==> src/rtl/dac_chain_tx.sv <==
// rtl/dac_chain_tx.sv - AXI-Stream fed DAC playout with sample FIFO, rate divider and DAC clock.
// Optional macro DAC_OFFSET_BINARY_EN selects offset-binary DAC coding (zero code 0x8000).
module dac_chain_tx #(
  parameter int DATA_W      = 16,
  parameter int FIFO_DEPTH  = 16,
  parameter int PRIME_LEVEL = 8,
  parameter int DIV_W       = 16
) (
  input  logic              aclk,
  input  logic              aresetn,
  input  logic [3:0]        DAC_control,
  input  logic [DIV_W-1:0]  clk_div,
  input  logic [DATA_W-1:0] S_AXIS_tdata,
  input  logic              S_AXIS_tvalid,
  output logic              S_AXIS_tready,
  output logic [DATA_W-1:0] DACdata,
  output logic              ClockToDAC,
  output logic [31:0]       status
);

  localparam int AW = $clog2(FIFO_DEPTH);
  localparam int LW = AW + 1;
  localparam logic [LW-1:0] FULL_LVL  = LW'(FIFO_DEPTH);
  localparam logic [LW-1:0] PRIME_LVL = LW'(PRIME_LEVEL);

`ifdef DAC_OFFSET_BINARY_EN
  localparam logic [DATA_W-1:0] ZERO_CODE = {1'b1, {(DATA_W-1){1'b0}}};
`else
  localparam logic [DATA_W-1:0] ZERO_CODE = '0;
`endif

  typedef enum logic [1:0] {
    ST_IDLE  = 2'd0,
    ST_PRIME = 2'd1,
    ST_RUN   = 2'd2
  } state_t;

  state_t              state_q, state_d;
  logic [DIV_W-1:0]    div_q, div_d;
  logic [DIV_W-1:0]    cnt_q, cnt_d;
  logic                clk_q, clk_d;
  logic [DATA_W-1:0]   data_q, data_d;
  logic                tready_q, tready_d;
  logic [15:0]         ucnt_q, ucnt_d;
  logic [AW:0]         wr_ptr_q, rd_ptr_q;
  logic [DATA_W-1:0]   mem [FIFO_DEPTH];

  logic [LW-1:0]       level, level_d;
  logic                empty, full, push, pop, strobe, enable, underflow;
  logic [DIV_W-1:0]    div_eff;
  logic [DATA_W-1:0]   head, head_coded;
  logic [7:0]          level8;
  logic                unused_ctrl;

  assign unused_ctrl = ^DAC_control[3:2];
  assign enable      = DAC_control[0];
  assign level       = wr_ptr_q - rd_ptr_q;
  assign empty       = (level == '0);
  assign full        = (level == FULL_LVL);
  assign push        = S_AXIS_tvalid && tready_q;
  assign strobe      = (cnt_q == div_q - DIV_W'(1));
  assign div_eff     = (clk_div < DIV_W'(2)) ? DIV_W'(2) : clk_div;
  assign head        = mem[rd_ptr_q[AW-1:0]];

`ifdef DAC_OFFSET_BINARY_EN
  assign head_coded = {~head[DATA_W-1], head[DATA_W-2:0]};
`else
  assign head_coded = head;
`endif

  always_comb begin
    state_d   = state_q;
    div_d     = div_q;
    cnt_d     = cnt_q;
    data_d    = data_q;
    pop       = 1'b0;
    underflow = 1'b0;
    if (!enable) begin
      state_d = ST_IDLE;
      cnt_d   = '0;
      data_d  = ZERO_CODE;
    end else begin
      case (state_q)
        ST_IDLE: begin
          state_d = ST_PRIME;
          div_d   = div_eff;
          cnt_d   = '0;
          data_d  = ZERO_CODE;
        end
        ST_PRIME: begin
          cnt_d  = strobe ? '0 : cnt_q + DIV_W'(1);
          data_d = ZERO_CODE;
          if (strobe && level >= PRIME_LVL) begin
            pop     = 1'b1;
            data_d  = head_coded;
            state_d = ST_RUN;
          end
        end
        ST_RUN: begin
          cnt_d = strobe ? '0 : cnt_q + DIV_W'(1);
          if (strobe) begin
            if (!empty) begin
              pop    = 1'b1;
              data_d = head_coded;
            end else begin
              data_d    = ZERO_CODE;
              underflow = 1'b1;
              state_d   = ST_PRIME;
            end
          end
        end
        default: begin
          state_d = ST_IDLE;
          cnt_d   = '0;
          data_d  = ZERO_CODE;
        end
      endcase
    end
  end

  // DAC clock is low for the first half of each sample period, so data changes on its falling edge.
  always_comb begin
    clk_d = 1'b0;
    if (state_d == ST_PRIME || state_d == ST_RUN) begin
      clk_d = (cnt_d >= (div_d >> 1));
    end
  end

  always_comb begin
    ucnt_d = ucnt_q;
    if (DAC_control[1]) begin
      ucnt_d = '0;
    end else if (underflow && ucnt_q != 16'hFFFF) begin
      ucnt_d = ucnt_q + 16'd1;
    end
  end

  always_comb begin
    level_d = level;
    if (push && !pop) begin
      level_d = level + LW'(1);
    end else if (pop && !push) begin
      level_d = level - LW'(1);
    end
    tready_d = (level_d != FULL_LVL);
  end

  always_ff @(posedge aclk or negedge aresetn) begin
    if (!aresetn) begin
      state_q  <= ST_IDLE;
      div_q    <= DIV_W'(2);
      cnt_q    <= '0;
      clk_q    <= 1'b0;
      data_q   <= ZERO_CODE;
      tready_q <= 1'b0;
      ucnt_q   <= '0;
      wr_ptr_q <= '0;
      rd_ptr_q <= '0;
    end else begin
      state_q  <= state_d;
      div_q    <= div_d;
      cnt_q    <= cnt_d;
      clk_q    <= clk_d;
      data_q   <= data_d;
      tready_q <= tready_d;
      ucnt_q   <= ucnt_d;
      if (push) wr_ptr_q <= wr_ptr_q + 1'b1;
      if (pop)  rd_ptr_q <= rd_ptr_q + 1'b1;
    end
  end

  always_ff @(posedge aclk) begin
    if (push) mem[wr_ptr_q[AW-1:0]] <= S_AXIS_tdata;
  end

  assign level8        = 8'(level);
  assign S_AXIS_tready = tready_q;
  assign DACdata       = data_q;
  assign ClockToDAC    = clk_q;
  assign status        = {4'b0, empty, full, state_q, level8, ucnt_q};

endmodule

==> config.mk <==
export PLATFORM = sky130hd
export DESIGN_NAME = dac_chain_tx
export DESIGN_NICKNAME = d
export VERILOG_FILES = /design/src/rtl/dac_chain_tx.sv
export SDC_FILE = /design/constraint.sdc
export NUM_CORES = 1
export LEC_CHECK = 0
export ABC_AREA = 1
export CORE_MARGIN = 2
export CORE_UTILIZATION = 54
export DETAILED_ROUTE_END_ITERATION = 8
export PLACE_DENSITY = 0.88
export SYNTH_ARGS = -nofsm -noshare
export SYNTH_HDL_FRONTEND = slang
export SYNTH_SLANG_ARGS = --single-unit
==> constraint.sdc <==
create_clock -name aclk -period 3.2 [get_ports aclk]
set_input_delay 0.64 -clock aclk [delete_from_list [all_inputs] [get_ports aclk]]
set_output_delay 0.64 -clock aclk [all_outputs]
set_load 0.05 [all_outputs]
* Word level (Yosys, flattened, before mapping)
Memories as Yosys holds them, arrays and structs flattened. Cells that the tools add are included.
Word-level totals: output and inout port bits 50, input bits 39, logic and storage cells 76, register bits 78, memories kept 1, bits in writable memories 256
Memory list:
- mem | words 16, bits a word 16, read ports 1, clocked after memory_dff 0, wr ports 1, line 46 | logic [DATA_W-1:0] mem [FIFO_DEPTH];
Cells by class: reduce and logical (&&, ||, !) cells 13, order comparisons 3, equality and inequality tests 9, add/subtract/negate cells 8, muxes and demuxes 32
Operators with widths (count):
- $mux W16 | 12
- $add A16 B1 Y16 const B | 2
- $pmux W16 S2 | 1
- $eq A16 B16 Y1 | 1
- $ge A16 B15 Y1 | 1
- $lt A16 B2 Y1 const B | 1
- $ne A16 B16 Y1 const B | 1
- $sub A16 B1 Y16 const B | 1
- $add A5 B1 Y5 const B | 3
- $mux W1 | 11
- $mux W5 | 2
- $mux W2 | 4
- $pmux W2 S3 | 1
- $eq A5 B5 Y1 const B | 1
- $ge A5 B4 Y1 const B | 1
- $logic_and A1 B1 Y1 | 5
- $logic_not A5 Y1 | 1
- $ne A5 B5 Y1 const B | 1
- $sub A5 B1 Y5 const B | 1
- $sub A5 B5 Y5 | 1
- $eq A2 B1 Y1 const B | 2
- $eq A2 B2 Y1 const B | 2
- $ne A3 B3 Y1 const B | 1
- $logic_not A1 Y1 | 2
- other kinds (6) | 6

* Depth between registers and ports, before layout
Gate-level depths: netlist of run 1.
depth in word-level cells 10, depth in mapped cells 35, mapped depth without buffers 35

* Least setup slack after synthesis of run 1
No wires, ideal clock.
path type flip-flop to output port, start register rd_ptr_q[2], end output status[27], arrival time 2.879 ns, required time 2.560 ns, path slack -0.319 ns, cell stages (with the launch flop) 12, path buffers 3, cells stage by stage dfrtp_1 > clkbuf_1 > inv_1 > clkbuf_1 > ha_1 > a21oi_1 > nand2_1 > xor2_1 > nor2_1 > nand2_1 > nor2_2 > buf_4
Between the ends: longest elaborated chain between the ends 2
RTL lines:
- from (decl) | line 45 | logic [AW:0] wr_ptr_q, rd_ptr_q;
- from (signal assigned) | line 168 | if (pop) rd_ptr_q <= rd_ptr_q + 1'b1;
- $sub A5 B5 Y5 | line 57 | assign level = wr_ptr_q - rd_ptr_q;
- net status[19] | line 18 | output logic [31:0] status
- $logic_not A5 Y1 | line 58 | assign empty = (level == '0);
- to (decl) | line 18
The timed path passes the listed nets, and every way through them passes these cells.

* Worst setup path in the final report of run 1
start register div_q[0], end register clk_q, in the netlist ClockToDAC
Between the ends: elaborated cells between the ends (all ways) 15, classes of those cells add/sub (1); order compare (1); eq/ne (3); mux (8); reduce/logical (2)
RTL lines:
- from (decl) | line 39 | logic [DIV_W-1:0] div_q, div_d;
- from (signal assigned) | line 161 | div_q <= div_d;
- $sub A16 B1 Y16 | line 61 | assign strobe = (cnt_q == div_q - DIV_W'(1));
- $eq A16 B16 Y1 | line 61
- $mux W16 | line 91, 100
- $mux W16
- $mux W16 | line 78 | if (!enable) begin
- net cnt_d[7] | line 40 | logic [DIV_W-1:0] cnt_q, cnt_d;
- $ge A16 B15 Y1 | line 125 | clk_d = (cnt_d >= (div_d >> 1));
- $mux W1 | line 124 | if (state_d == ST_PRIME || state_d == ST_RUN) begin
- net clk_d | line 41 | logic clk_q, clk_d;
- to (signal assigned) | line 163 | clk_q <= clk_d;
- to (decl) | line 41
The timed path passes the listed nets, and every way through them passes these cells. A chain may end at the register's enable or synchronous reset.

==> impl_metrics.tcl, run 1 <==
set metrics [dict create \
    grt_max_degree 132 \
    antenna_found_initial 0 \
    yosysUniqueCellTypes 47 \
    cp_data_required_time_ns 3.59 \
    slowest_stage "dfrtp_1" \
    drt_iter0_drc 2072 \
    clk_pin_slew_ns 0.06 \
    die-area_sq_um 29900 \
    cts_max_level 2 \
    yosys_warnings 0 \
    drv_slew 0 \
    cp_common_cell "nand2_2" \
    path_class "register to register" \
    violations "setup timing" \
    cts_made_buffers 35 \
    endpoint "ClockToDAC" \
    min_period_ns 3.35 \
    leakagePower_nw 7.42 \
    p_total_w 0.0118 \
    synth_top_area_frac 0.500 \
    crit_chain "inv_1 > ha_4 > nand2_2 > nor2_4 > nand2_1 > nand2_1 > nand2_1 > nand2_1 > nor2_4 > nand3_2 > nor2_4 > nor2_4 > inv_1 > buf_6 > nor3_1 > ha_1 > a21oi_1 > nand2_2 > nand2_2 > nand2_2 > nand2_2 > nand2_2 > a21oi_2 > nor2_1" \
    critical_path_peak_fanout 9 \
    r2r_cells 24 \
    grt_pass1_wl_mm 66.1 \
    tightest_slew_ns 0.816 \
    vias 12600 \
    ys_ff_latch 334 \
    first_global_vias 12300 \
    cp-start-kind "register" \
    core_region_area_sq_um 27900 \
    cts_sinks 334 \
    start_util 0.551 \
    use_met2 0.473 \
    cts_tree "yes" \
    grt.busiest_layer "met2" \
    cp.depth 24 \
    gr-usage-met3 0.0539 \
    end_kind "register" \
    final-hold-violation-count 0 \
    root_buffer "clkbuf_16" \
    status "finished, violations left" \
    hold_class "input port to asynchronous set/reset pin" \
    first_pass_iters 6 \
    met1_usage 0.351 \
    drive_gt1_frac 0.147 \
    routed_wl_mm 42.7 \
    slew_headroom 0.455 \
    routedWlPerCell_microns 20.9 \
    fp.dieW_microns 173 \
    dp_hpwl_mm 24.9 \
    insertedDiodeCount 0 \
    synthCells 1478 \
    max_freq_ghz 0.298 \
    yosysSeqAreaShare 0.627 \
    irDropWorstVdd_v 0.000569 \
    multi_input_area_sq_um 5200 \
    critPathArrivalTime_ns 3.74 \
    numPortBuffers 79 \
    area_growth_pct 21.7 \
    gp_congestion 0.916 \
    critPathTopFamily "simple AND/OR/NAND/NOR gates" \
    slowest_delay_ns 0.38 \
    setup_violations 1 \
    routed_via_density 6.14 \
    drcViolationCount 0 \
    layout.nets 1718 \
    crit_start "div_q[0]" \
    syn-cell-area_sq_um 15400 \
    cts_buffer_depth 3 \
    synth.area.top_cells "edfxtp_1 (50%), dfrtp_1 (13%), nand2_1 (9.9%)" \
    finalCritPeriodShare 1.05 \
    maxCapViolCount 0 \
    p_per_area_nw_per_um2 628 \
    ant_nets 0 \
    rrSetupSlack_ns -0.15 \
    clock_latency_ns 0.52 \
    setup_ws_ns -0.153 \
    holdBufCountCts 0 \
    finalNonFillerCells 2046 \
    placed_cells 1957 \
    boundaryPins 89 \
    place_ws_ns -0.244 \
    worstPathBufferInverterCount 3 \
    fp-row-count 61 \
    yosysTopAreaCell "edfxtp_1" \
    r2r-end "ClockToDAC" \
    r2r-start "div_q[0]" \
    fillers 1860 \
    overflow 0 \
    fin_skew_ns 0.0274 \
    rsz0062_at_grt "yes" \
    die_h_microns 173 \
    regArea_sq_um 9640 \
    avgSynthCellArea_sq_um 10.4 \
    grt_use_total 0.280 \
]
routing by layer:
layer / up-vias / wire [microns]
met2: 1013 / 20800
met5: - / 0
met1: 5899 / 14900
met4: 0 / 1970
met3: 204 / 5050
li1: 5446 / -
layout make-up:
class | count | area share
flip-flops and latches | 334 | 0.515
inverters | 125 | 0.0251
clock inverters | 17 | 0.0106
well taps | 378 | 0.0253
clock buffers | 44 | 0.0508
repair buffers | 193 | 0.0952
multi-input cells | 955 | 0.278
per-stage QoR:
step           hold slack, ns  cell area [sq um]   util  TNS, ns
2_1_floorplan           0.344              15400      -        0
3_3_place_gp            0.462              17100  0.613   -0.184
3_5_place_dp            0.467              17100  0.613   -0.244
4_1_cts                 0.186              18600  0.665    -1.44
5_1_grt                 0.235              18700  0.670   -0.452
6_report                0.185              18700  0.670   -0.153
Yosys cell counts (all sizes together):
master	n
a211oi	1
a21oi	130
a221oi	23
a22oi	9
a31oi	1
a32oi	16
and2	2
buf	17
clkbuf	54
conb	1
dfrtp	77
dfstp	1
edfxtp	256
fa	1
ha	34
inv	125
nand2	407
nand3	71
nand3b	3
nand4	15
nor2	90
nor3	42
nor3b	3
nor4	5
o2111ai	1
o21a	2
o21ai	32
o21bai	1
o311ai	1
o31ai	6
o32ai	16
xnor2	10
xor2	25
flip-flops by register name, summed over array words and instances (netlist names), 2 cells and up:
| signal | flops |
|---|---|
| div_q | 16 |
| DACdata | 16 |
| mem | 256 |
| ucnt_q | 16 |
| rd_ptr_q | 5 |
| cnt_q | 16 |
| state_q | 2 |
| wr_ptr_q | 5 |
worst reg2reg max path: stages (launching register included):
cell and delay (ns):
dfrtp_1 0.38, inv_1 0.12, ha_4 0.17, nand2_2 0.12, nor2_4 0.21, nand2_1 0.08, nand2_1 0.09, nand2_1 0.08
nand2_1 0.10, nor2_4 0.06, nand3_2 0.09, nor2_4 0.04, nor2_4 0.15, inv_1 0.12, buf_6 0.16, nor3_1 0.28
ha_1 0.31, a21oi_1 0.17, nand2_2 0.09, nand2_2 0.06, nand2_2 0.05, nand2_2 0.08, nand2_2 0.05, a21oi_2 0.12
nor2_1 0.06
power breakdown:
| group | leakage (nW) | switching [W] | internal [W] |
|---|---|---|---|
| Combinational | 3.53 | 0.00154 | 0.000893 |
| Sequential | 3.34 | 0.000155 | 0.00509 |
| Clock | 0.559 | 0.00164 | 0.00243 |
worst min-delay path by stage:
stage / depth (start not counted) / from / to / slack, ns
floorplan: 0 / aresetn / ClockToDAC / 0.34
global placement: 2 / DACdata[12] / DACdata[12] / 0.46
detailed placement: 2 / DACdata[1] / DACdata[1] / 0.47
CTS: 1 / aresetn / ucnt_q[15] / 0.19
global route: 1 / aresetn / DACdata[15] / 0.24
finish: 1 / aresetn / cnt_q[4] / 0.19
what timing repair did:
item | in CTS | in global routing
buffers inserted | 26 | 12
resized for setup | 25 | 33
endpoints found under the setup margin | 4 | 35
pin swaps | 13 | 30
gates cloned | 0 | 1
cell usage in the layout, fill, tap and decap left out, drive strengths merged, types with 4 or more instances in the layout:
master         instances
nand2                407
edfxtp               256
a21oi                130
inv                  126
buf                  121
nor2                  90
dfrtp                 77
clkdlybuf4s50         72
nand3                 71
clkbuf                44
nor3                  42
ha                    34
o21ai                 32
xor2                  25
a221oi                23
a32oi                 16
o32ai                 16
nand4                 16
clkinv                11
xnor2                 10
a22oi                  9
conb                   7
o31ai                  6
nor4                   5
bufinv                 4
cells by family after synthesis:
logic type,share of synthesized area
other cells,0.000244
buf+inv,0.0516
fa+ha+maj,0.0290
flops,0.627
compound gates,0.0948
xor+xnor,0.0199
simple gates,0.178
(Power assumes the default switching activity.)
==> inputs of run 2 (changes only) <==
--- a/config.mk
+++ b/config.mk
@@ -6,10 +6,11 @@
 export NUM_CORES = 1
 export LEC_CHECK = 0
 export ABC_AREA = 1
+export CAP_MARGIN = 25
 export CORE_MARGIN = 2
-export CORE_UTILIZATION = 54
+export CORE_UTILIZATION = 55
 export DETAILED_ROUTE_END_ITERATION = 8
-export PLACE_DENSITY = 0.88
+export PLACE_DENSITY = 0.86
 export SYNTH_ARGS = -nofsm -noshare
 export SYNTH_HDL_FRONTEND = slang
 export SYNTH_SLANG_ARGS = --single-unit
==> constraint.sdc (replaced) <==
create_clock -name aclk -period 3.1 [get_ports aclk]
set_input_delay 0.62 -clock aclk [delete_from_list [all_inputs] [get_ports aclk]]
set_output_delay 0.62 -clock aclk [all_outputs]
set_load 0.05 [all_outputs]
==> run 2 against run 1 <==
  * The flow still finishes with violations (setup timing)
  * Sequential power up 3%
  * Core utilization shrank 0.19 points
  * Die area decreased by 1.8%
  * Maximum frequency down 3.9%
  * Via count fell by 2.5%
  * Setup slack got worse by 0.23 ns
  * First-iteration DRC count decreased by 28%
  * Global-route usage shrank 0.27 points
  * Clock skew decreased by 0.0084 ns
  * Critical path type unchanged
==> impl_metrics.tcl, run 2 (same netlist as run 1, synthesis figures left out) <==
set metrics [dict create \
    routed_wl_mm 40.9 \
    first_global_vias 12100 \
    path_class "register to register" \
    clk_pin_slew_ns 0.06 \
    setup_violations 1 \
    root_buffer "clkbuf_16" \
    grt_use_total 0.277 \
    worstPathBufferInverterCount 3 \
    antenna_found_initial 1 \
    clock_latency_ns 0.52 \
    min_period_ns 3.49 \
    rsz0062_at_grt "yes" \
    drt_iter0_drc 1494 \
    die-area_sq_um 29300 \
    grt_max_degree 132 \
    setup_ws_ns -0.388 \
    grt_pass1_wl_mm 63.0 \
    slew_headroom 0.234 \
    start_util 0.557 \
    critPathArrivalTime_ns 3.88 \
    placed_cells 1956 \
    core_region_area_sq_um 27600 \
    violations "setup timing" \
    drive_gt1_frac 0.136 \
    critPathTopFamily "simple AND/OR/NAND/NOR gates" \
    finalCritPeriodShare 1.13 \
    end_kind "register" \
    cp_common_cell "nand2_1" \
    cp_data_required_time_ns 3.49 \
    gp_congestion 0.893 \
    slowest_delay_ns 0.53 \
    cp-start-kind "register" \
    overflow 0 \
    fillers 1843 \
    most-common-layout-cells "nand2_1 (400), edfxtp_1 (256), a21oi_1 (129), inv_1 (114), buf_4 (94)" \
    final-hold-violation-count 0 \
    drv_slew 0 \
    irDropWorstVdd_v 0.000775 \
    dp_hpwl_mm 24.6 \
    finalNonFillerCells 2033 \
    routed_via_density 6.03 \
    boundaryPins 89 \
    die_h_microns 171 \
    cts_made_buffers 35 \
    fp-row-count 61 \
    setup_tns_ns -0.388 \
    area_growth_pct 20.0 \
    p_per_area_nw_per_um2 647 \
    layout_commonest_cell "nand2_1" \
    cts_max_level 2 \
    regArea_sq_um 9650 \
    largest_register_ff_count 256 \
    status "finished, violations left" \
    vias 12300 \
    tightest_slew_ns 1.15 \
    hold_class "input port to asynchronous set/reset pin" \
    routedWlPerCell_microns 20.1 \
    numPortBuffers 79 \
    cts_buffer_depth 3 \
    multi_input_area_sq_um 5160 \
    first_pass_iters 5 \
    slowest_stage "dfstp_2" \
    ant_nets 0 \
    layout.nets 1702 \
    cts_tree "yes" \
    drcViolationCount 0 \
    leakagePower_nw 7.27 \
    max_freq_ghz 0.287 \
    maxCapViolCount 0 \
    insertedDiodeCount 0 \
    fin_skew_ns 0.0190 \
    critical_path_peak_fanout 4 \
    cts_sinks 334 \
    fp.dieW_microns 171 \
]
run 2: changes by cell type in the layout (fill, tap and decap cells not counted), sizes merged:
cell    previous run  this run
buf              121       106
bufinv             4         1
clkbuf            44        50
nand4             16        15
clkinv            11        12
inv              126       125
run 2: area by class of cell:
cell class              instances  area share
repair buffers                178      0.0890
multi-input cells             954       0.279
inverters                     125      0.0258
flip-flops and latches        334       0.522
clock buffers                  50      0.0522
clock inverters                14     0.00589
well taps                     378      0.0256
run 2: stage by stage:
stage,hold WS (ns),worst slack [ns],instance area (sq um),util,power (W)
2_1_floorplan,0.324,0.00915,15400,-,0.00669
3_3_place_gp,0.465,-0.313,17100,0.621,0.00753
3_5_place_dp,0.472,-0.468,17100,0.621,0.00766
4_1_cts,0.112,-0.324,18400,0.665,0.0118
5_1_grt,0.139,-0.674,18500,0.668,0.0123
6_report,0.101,-0.388,18500,0.668,0.0119
run 2: worst paths after layout:
path / start / end / slack [ns] / cells past startpoint
setup / recovery: div_q[1] / ClockToDAC / -0.39 / 31
hold / removal: aresetn / div_q[0] / 0.10 / 1
setup reg to reg: div_q[1] / ClockToDAC / -0.39 / 31
hold reg to reg: DACdata[8] / DACdata[8] / 0.49 / 2
max in group asynchronous: aresetn / DACdata[10] / 2.36 / 2
min in group aclk: DACdata[8] / DACdata[8] / 0.49 / 2
run 2: repair_timing:
item,in CTS,in global routing
setup endpoints to repair,21,25
resized for setup,24,12
hold buffers,0,0
gates cloned,0,0
pin swaps,8,22
buffers inserted,8,6
run 2: power by group:
part	internal, W	total [W]	switching (W)
sequential	0.00525	0.00542	0.000164
combinational	0.000961	0.00257	0.00161
clock	0.00227	0.00396	0.00169
total	0.00848	0.0119	0.00346
run 2: metal layers:
metal / routed length (microns) / GRT usage / part of all wire
met5: 11 / 0 / 0.00027
met4: 1930 / 0.135 / 0.047
met2: 19700 / 0.458 / 0.48
met1: 15000 / 0.353 / 0.37
met3: 4290 / 0.0525 / 0.10
